===== config.mk =====
export PLATFORM = sky130hd
export DESIGN_NAME = fetch_stage_flat
export DESIGN_NICKNAME = d
export VERILOG_FILES = /design/src/rtl/fetch_stage_if.sv /design/src/rtl/fetch_stage.sv /design/src/flat_wrapper.sv
export SDC_FILE = /design/constraint.sdc
export NUM_CORES = 1
export LEC_CHECK = 0
export CAP_MARGIN = 0
export CORE_MARGIN = 4
export CORE_UTILIZATION = 56
export CTS_CLUSTER_DIAMETER = 100
export DETAILED_ROUTE_END_ITERATION = 6
export GPL_TIMING_DRIVEN = 0
export PLACE_DENSITY = 0.84
export SYNTH_ARGS = -nofsm -noshare
export SYNTH_HDL_FRONTEND = slang
export SYNTH_SLANG_ARGS = --single-unit
export TNS_END_PERCENT = 100

===== constraint.sdc =====
create_clock -name clk -period 5.8 [get_ports clk]
set_input_delay 0.87 -clock clk [delete_from_list [all_inputs] [get_ports clk]]
set_output_delay 0.87 -clock clk [all_outputs]
set_load 0.005 [all_outputs]

===== src/rtl/fetch_stage_if.sv =====
// Instruction-memory request/response bundle between the fetch stage and
// a variable-latency instruction memory.
//   imem_req    : fetch request valid (fetch -> mem)
//   imem_addr   : fetch address (fetch -> mem)
//   imem_ready  : memory accepts the request this cycle (mem -> fetch)
//   imem_rvalid : response valid, one per accepted request (mem -> fetch)
//   imem_rdata  : instruction word, valid with imem_rvalid (mem -> fetch)
interface fetch_stage_if;
   logic        imem_req;
   logic [31:0] imem_addr;
   logic        imem_ready;
   logic        imem_rvalid;
   logic [31:0] imem_rdata;

   modport master (
      output imem_req,
      output imem_addr,
      input  imem_ready,
      input  imem_rvalid,
      input  imem_rdata
   );

   modport slave (
      input  imem_req,
      input  imem_addr,
      output imem_ready,
      output imem_rvalid,
      output imem_rdata
   );
endinterface


===== src/rtl/fetch_stage.sv =====
// Instruction-fetch stage and IF/ID pipeline register.
// Owns the PC and keeps at most one request outstanding to instruction memory.
// Responses that arrive under stall are parked in a hold buffer; a redirect
// flushes IF/ID and squashes any in-flight or buffered fetch.
// Ports:
//   clk, rst        : clock, synchronous active-high reset
//   stall           : load-use stall, holds IF/ID
//   redirect_valid  : taken branch/jump from EX
//   redirect_pc     : redirect target (4-byte aligned)
//   imem            : instruction-memory bundle (master side)
//   if_id_valid     : IF/ID holds a real instruction
//   if_id_pc        : PC of the IF/ID instruction
//   if_id_instr     : IF/ID instruction, NOP_INSTR for bubbles
module fetch_stage #(
   parameter logic [31:0] RESET_PC  = 32'h0000_0000,
   parameter logic [31:0] NOP_INSTR = 32'h0000_0013
) (
   input  logic          clk,
   input  logic          rst,
   input  logic          stall,
   input  logic          redirect_valid,
   input  logic [31:0]   redirect_pc,
   fetch_stage_if.master imem,
   output logic          if_id_valid,
   output logic [31:0]   if_id_pc,
   output logic [31:0]   if_id_instr
);

   typedef enum logic [1:0] {StReq, StWait, StHold, StKill} state_e;

   state_e      state_q;
   logic [31:0] pc_q;
   logic [31:0] hold_instr_q;
   logic [31:0] hold_pc_q;
   logic        if_id_valid_q;
   logic [31:0] if_id_pc_q;
   logic [31:0] if_id_instr_q;

   logic        accept;
   logic [31:0] pc_plus4;

   assign imem.imem_req  = (state_q == StReq) && !rst;
   assign imem.imem_addr = pc_q;
   assign accept         = imem.imem_req && imem.imem_ready;
   assign pc_plus4       = pc_q + 32'd4;   // wraps modulo 2^32

   assign if_id_valid = if_id_valid_q;
   assign if_id_pc    = if_id_pc_q;
   assign if_id_instr = if_id_instr_q;

   always_ff @(posedge clk) begin
      if (rst) begin
         // Any outstanding response is abandoned; memory resets alongside.
         state_q       <= StReq;
         pc_q          <= RESET_PC;
         hold_instr_q  <= '0;
         hold_pc_q     <= '0;
         if_id_valid_q <= 1'b0;
         if_id_pc_q    <= '0;
         if_id_instr_q <= NOP_INSTR;
      end else if (redirect_valid) begin
         // Redirect beats stall: flush IF/ID and restart at the target.
         if_id_valid_q <= 1'b0;
         if_id_pc_q    <= '0;
         if_id_instr_q <= NOP_INSTR;
         pc_q          <= redirect_pc;
         unique case (state_q)
            // A request accepted now will still answer; swallow it in KILL.
            StReq:   state_q <= accept ? StKill : StReq;
            StWait:  state_q <= imem.imem_rvalid ? StReq : StKill;
            StHold:  state_q <= StReq;
            StKill:  state_q <= imem.imem_rvalid ? StReq : StKill;
            default: state_q <= StReq;
         endcase
      end else begin
         // Default when not stalled: bubble unless a delivery below overrides.
         if (!stall) begin
            if_id_valid_q <= 1'b0;
            if_id_pc_q    <= '0;
            if_id_instr_q <= NOP_INSTR;
         end
         unique case (state_q)
            StReq: begin
               if (accept) begin
                  state_q <= StWait;
               end
            end
            StWait: begin
               if (imem.imem_rvalid) begin
                  pc_q <= pc_plus4;
                  if (!stall) begin
                     if_id_valid_q <= 1'b1;
                     if_id_pc_q    <= pc_q;
                     if_id_instr_q <= imem.imem_rdata;
                     state_q       <= StReq;
                  end else begin
                     hold_instr_q <= imem.imem_rdata;
                     hold_pc_q    <= pc_q;
                     state_q      <= StHold;
                  end
               end
            end
            StHold: begin
               if (!stall) begin
                  if_id_valid_q <= 1'b1;
                  if_id_pc_q    <= hold_pc_q;
                  if_id_instr_q <= hold_instr_q;
                  state_q       <= StReq;
               end
            end
            StKill: begin
               if (imem.imem_rvalid) begin
                  state_q <= StReq;
               end
            end
            default: state_q <= StReq;
         endcase
      end
   end

endmodule

===== src/flat_wrapper.sv =====
// flat-port wrapper written by rule: the top's interface ports become plain ports
module fetch_stage_flat 
#(
   parameter logic [31:0] RESET_PC  = 32'h0000_0000,
   parameter logic [31:0] NOP_INSTR = 32'h0000_0013
)
  (clk, rst, stall, redirect_valid, redirect_pc, if_id_valid, if_id_pc, if_id_instr, imem_imem_req, imem_imem_addr, imem_imem_ready, imem_imem_rvalid, imem_imem_rdata);
  fetch_stage_if imem_i ();
  input  logic clk;
  input  logic rst;
  input  logic stall;
  input  logic redirect_valid;
  input  logic [31:0] redirect_pc;
  output logic if_id_valid;
  output logic [31:0] if_id_pc;
  output logic [31:0] if_id_instr;
  output wire logic [$bits(imem_i.imem_req)-1:0] imem_imem_req;
  output wire logic [$bits(imem_i.imem_addr)-1:0] imem_imem_addr;
  input wire logic [$bits(imem_i.imem_ready)-1:0] imem_imem_ready;
  input wire logic [$bits(imem_i.imem_rvalid)-1:0] imem_imem_rvalid;
  input wire logic [$bits(imem_i.imem_rdata)-1:0] imem_imem_rdata;
  assign imem_imem_req = imem_i.imem_req;
  assign imem_imem_addr = imem_i.imem_addr;
  assign imem_i.imem_ready = imem_imem_ready;
  assign imem_i.imem_rvalid = imem_imem_rvalid;
  assign imem_i.imem_rdata = imem_imem_rdata;
  fetch_stage #(.RESET_PC(RESET_PC), .NOP_INSTR(NOP_INSTR)) u_core (.clk(clk), .rst(rst), .stall(stall), .redirect_valid(redirect_valid), .redirect_pc(redirect_pc), .imem(imem_i), .if_id_valid(if_id_valid), .if_id_pc(if_id_pc), .if_id_instr(if_id_instr));
endmodule

==> flow_summary.toml <==
[outcome]
status = "finished with violations"
violations = "DRC"

[floorplan]
io_pins = 168
die_area_um2 = 17000
core_area_um2 = 14600
chipWidth_um = 130
rows = 44
initial_core_util_pct = 57.6
fp.dieH_um = 130

[synthesis]
yosysMostFrequentCell = "nand2_1"
synth_fp_nets = 1206
synth_area_leaders = "dfxtp_1 (39%), nand2_1 (12%), a21oi_1 (8.0%)"
ys_seq_area_share_pct = 38.9
synth_top_cell_by_area = "dfxtp_1"
synth_edf_count = 0
yosysWarnings = 0
synth_cell_types = 61
syn_area_um2 = 8400
netlist_instances = 1130
synth-seq-cells = 163
postSynth.asyncResetShare_pct = 0
synthDominantCellAreaShare_pct = 38.9
postSynthAreaPerCell_um2 = 7.43
synth_common_cells = "nand2_1 (274), dfxtp_1 (163), a21oi_1 (134), clkbuf_1 (85), o21ai_0 (79)"
ys.flop_type = "dfxtp_1"

[placement]
place_area_um2 = 10300
dpl.hpwl_mm = 19.0
io_buffer_count = 167
gp_congestion = 0.970

[cells_and_area]
fillers = 1132
drive_gt1_share_pct = 3.24
final_area_um2 = 10800
syn_to_final_growth_pct = 29.2
num-nets-final = 1392

[timing]
tightest_slew_ns = 0.977
setup_violations = 0
setup_tns_ns = 0
slew_headroom_pct = 34.3
final-hold-violation-count = 0
post-route-period-util_pct = 68.1
fin_crit_ns = 3.95
skew_ns = 0.00944
rsz0062_at_grt = "false"
whs_ns = 0.450
report.final.slew_viol_count = 0
fmax_mhz = 253

[clock_network]
cts_tree = "done"
clock_latency_ns = 0.43
cts-buffers-inserted = 17
cts.repair.resized = 0
clock_tree.root_cell = "clkbuf_16"
path_clk_slew_ns = 0.05
clockBufferDepth = 2
h-tree-depth = 4
cts_hold_buf = 0
clock_sinks = 163
postCtsSetupRepairBufs = 0

[min_path]
worstHoldPathType = "flip-flop to flip-flop"

[grt]
grt_overflow_total = 0
grt_max_degree = 17
grt_pass1_vias = 8382
grtUsageMet1_pct = 42.7
gr-max-usage-layer = "met2"
use_met3_pct = 7.15
grtUsageTotal_pct = 31.8
antenna_found_initial = 0
grt_pass1_wl_mm = 43.0
met2_usage_pct = 50.1

[power_and_ir_drop]
p_total_mw = 2.64
leakage_nw = 3.38
ir_drop_mv = 0.211
power_density_nw_per_um2 = 244

[critical_path]
cp-start-kind = "input pin"
crit_arrival_ns = 3.08
critPathRequiredTime_ns = 4.93
path_cells = "clkdlybuf4s50_1, clkbuf_1, clkbuf_1, nor2b_1, clkdlybuf4s50_1"
endpoint_kind = "primary output"
cp_slowest_cell = "clkdlybuf4s50_1"
crit_type = "input pin to primary output"
critPathBufInv = 4
critPathMaxFanout = 10
critPathTopFamily = "buffers and inverters"
cpPeakStageDelay_ns = 0.61

[route]
drcViolationCount = 1
drt_pass1_iterations = 7
drt_wl_total_mm = 27.3
wl_per_cell_um = 18.0
drt_iter0_markers = 977
viasPerCell = 5.97
vias = 9020
ant_nets = 0

[run]
cap_violations = 0
[layout make-up]
cell class,instances,area (µm²),area share [%]
inverters,15,56.3,0.519
flip-flops and latches,163,3260,30.1
clock inverters,5,52.6,0.484
clock buffers,24,492,4.53
repair buffers,167,1670,15.4
multi-input cells,851,4670,43.1
plain buffers,101,405,3.74
well taps,184,230,2.12
diodes,1,2.50,0.0231
[flip-flops by register name, summed over array words and instances (netlist names)]
name	flops
u_core.if_id_pc	32
u_core.hold_pc_q	32
u_core.imem.imem_addr	32
u_core.if_id_valid	1
u_core.hold_instr_q	32
u_core.state_q	2
u_core.if_id_instr	32
[worst reg2reg max path, stage by stage, from the launching register on]
cell	delay (ns)
dfxtp_1	0.35
inv_1	0.11
ha_1	0.34
and2_1	0.18
clkbuf_1	0.39
and3_1	0.22
clkbuf_1	0.50
buf_1	0.48
nand2_1	0.19
a21oi_1	0.15
[cell families (layout without fill, tap and decap cells)]
group / count (synthesis) / count (layout) / share of synthesized area (%)
xor+xnor: 12 / 12 / 1.25
fa+ha+maj: 6 / 6 / 0.894
mux: 3 / 3 / 0.358
buf+inv: 116 / 312 / 5.50
flops: 163 / 163 / 38.9
simple gates: 505 / 505 / 30.0
compound gates: 325 / 325 / 23.2
other cells: 0 / 1 / 0
[path summary, 6_finish.rpt]
kind / start / to / slack [ns] / depth (start not counted)
min: u_core.hold_instr_q[1] / u_core.hold_instr_q[1] / 0.45 / 2
max reg2reg: u_core.state_q[1] / u_core.hold_pc_q[11] / 2.82 / 9
min reg2reg: u_core.hold_instr_q[1] / u_core.hold_instr_q[1] / 0.45 / 2
max: rst / imem_imem_req / 1.85 / 5
[stage by stage]
step	setup WS, ns	utilization (%)	std cells
2_1_floorplan	3.43	-	1130
3_3_place_gp	1.86	70.6	1481
3_5_place_dp	1.89	70.6	1481
4_1_cts	1.88	74.3	1510
5_1_grt	1.73	74.3	1510
6_report	1.85	74.3	1511
[metal layers]
| metal | part of all wire [%] | routed length (µm) |
|---|---|---|
| met1 | 41 | 11200 |
| met2 | 46 | 12500 |
| met3 | 10 | 2750 |
| met4 | 3.3 | 911 |
| met5 | 0 | 0 |
[report_power, final]
part           internal (mW)  switching (mW)  total (mW)  leakage, nW
clock network          0.627           0.442        1.07        0.268
registers               1.14          0.0326        1.18         1.32
logic                  0.162           0.234       0.396         1.79
[cells in the final DEF, fill, tap and decap left out, types with 5 or more instances in the layout]
cell,instances
nand2_1,274
buf_1,12
a21boi_0,61
or4_1,6
a21oi_1,134
clkbuf_16,17
nand3b_1,61
ha_1,6
nor2_1,24
clkdlybuf4s50_1,167
inv_1,14
o21ai_0,79
dfxtp_1,163
and2_1,64
xnor2_1,8
nor4_1,12
nor3_1,5
and3_1,10
clkbuf_8,5
a211oi_1,11
nand4_1,8
clkbuf_1,88
nand3_1,17
Power figures use the tool's default switching activity.
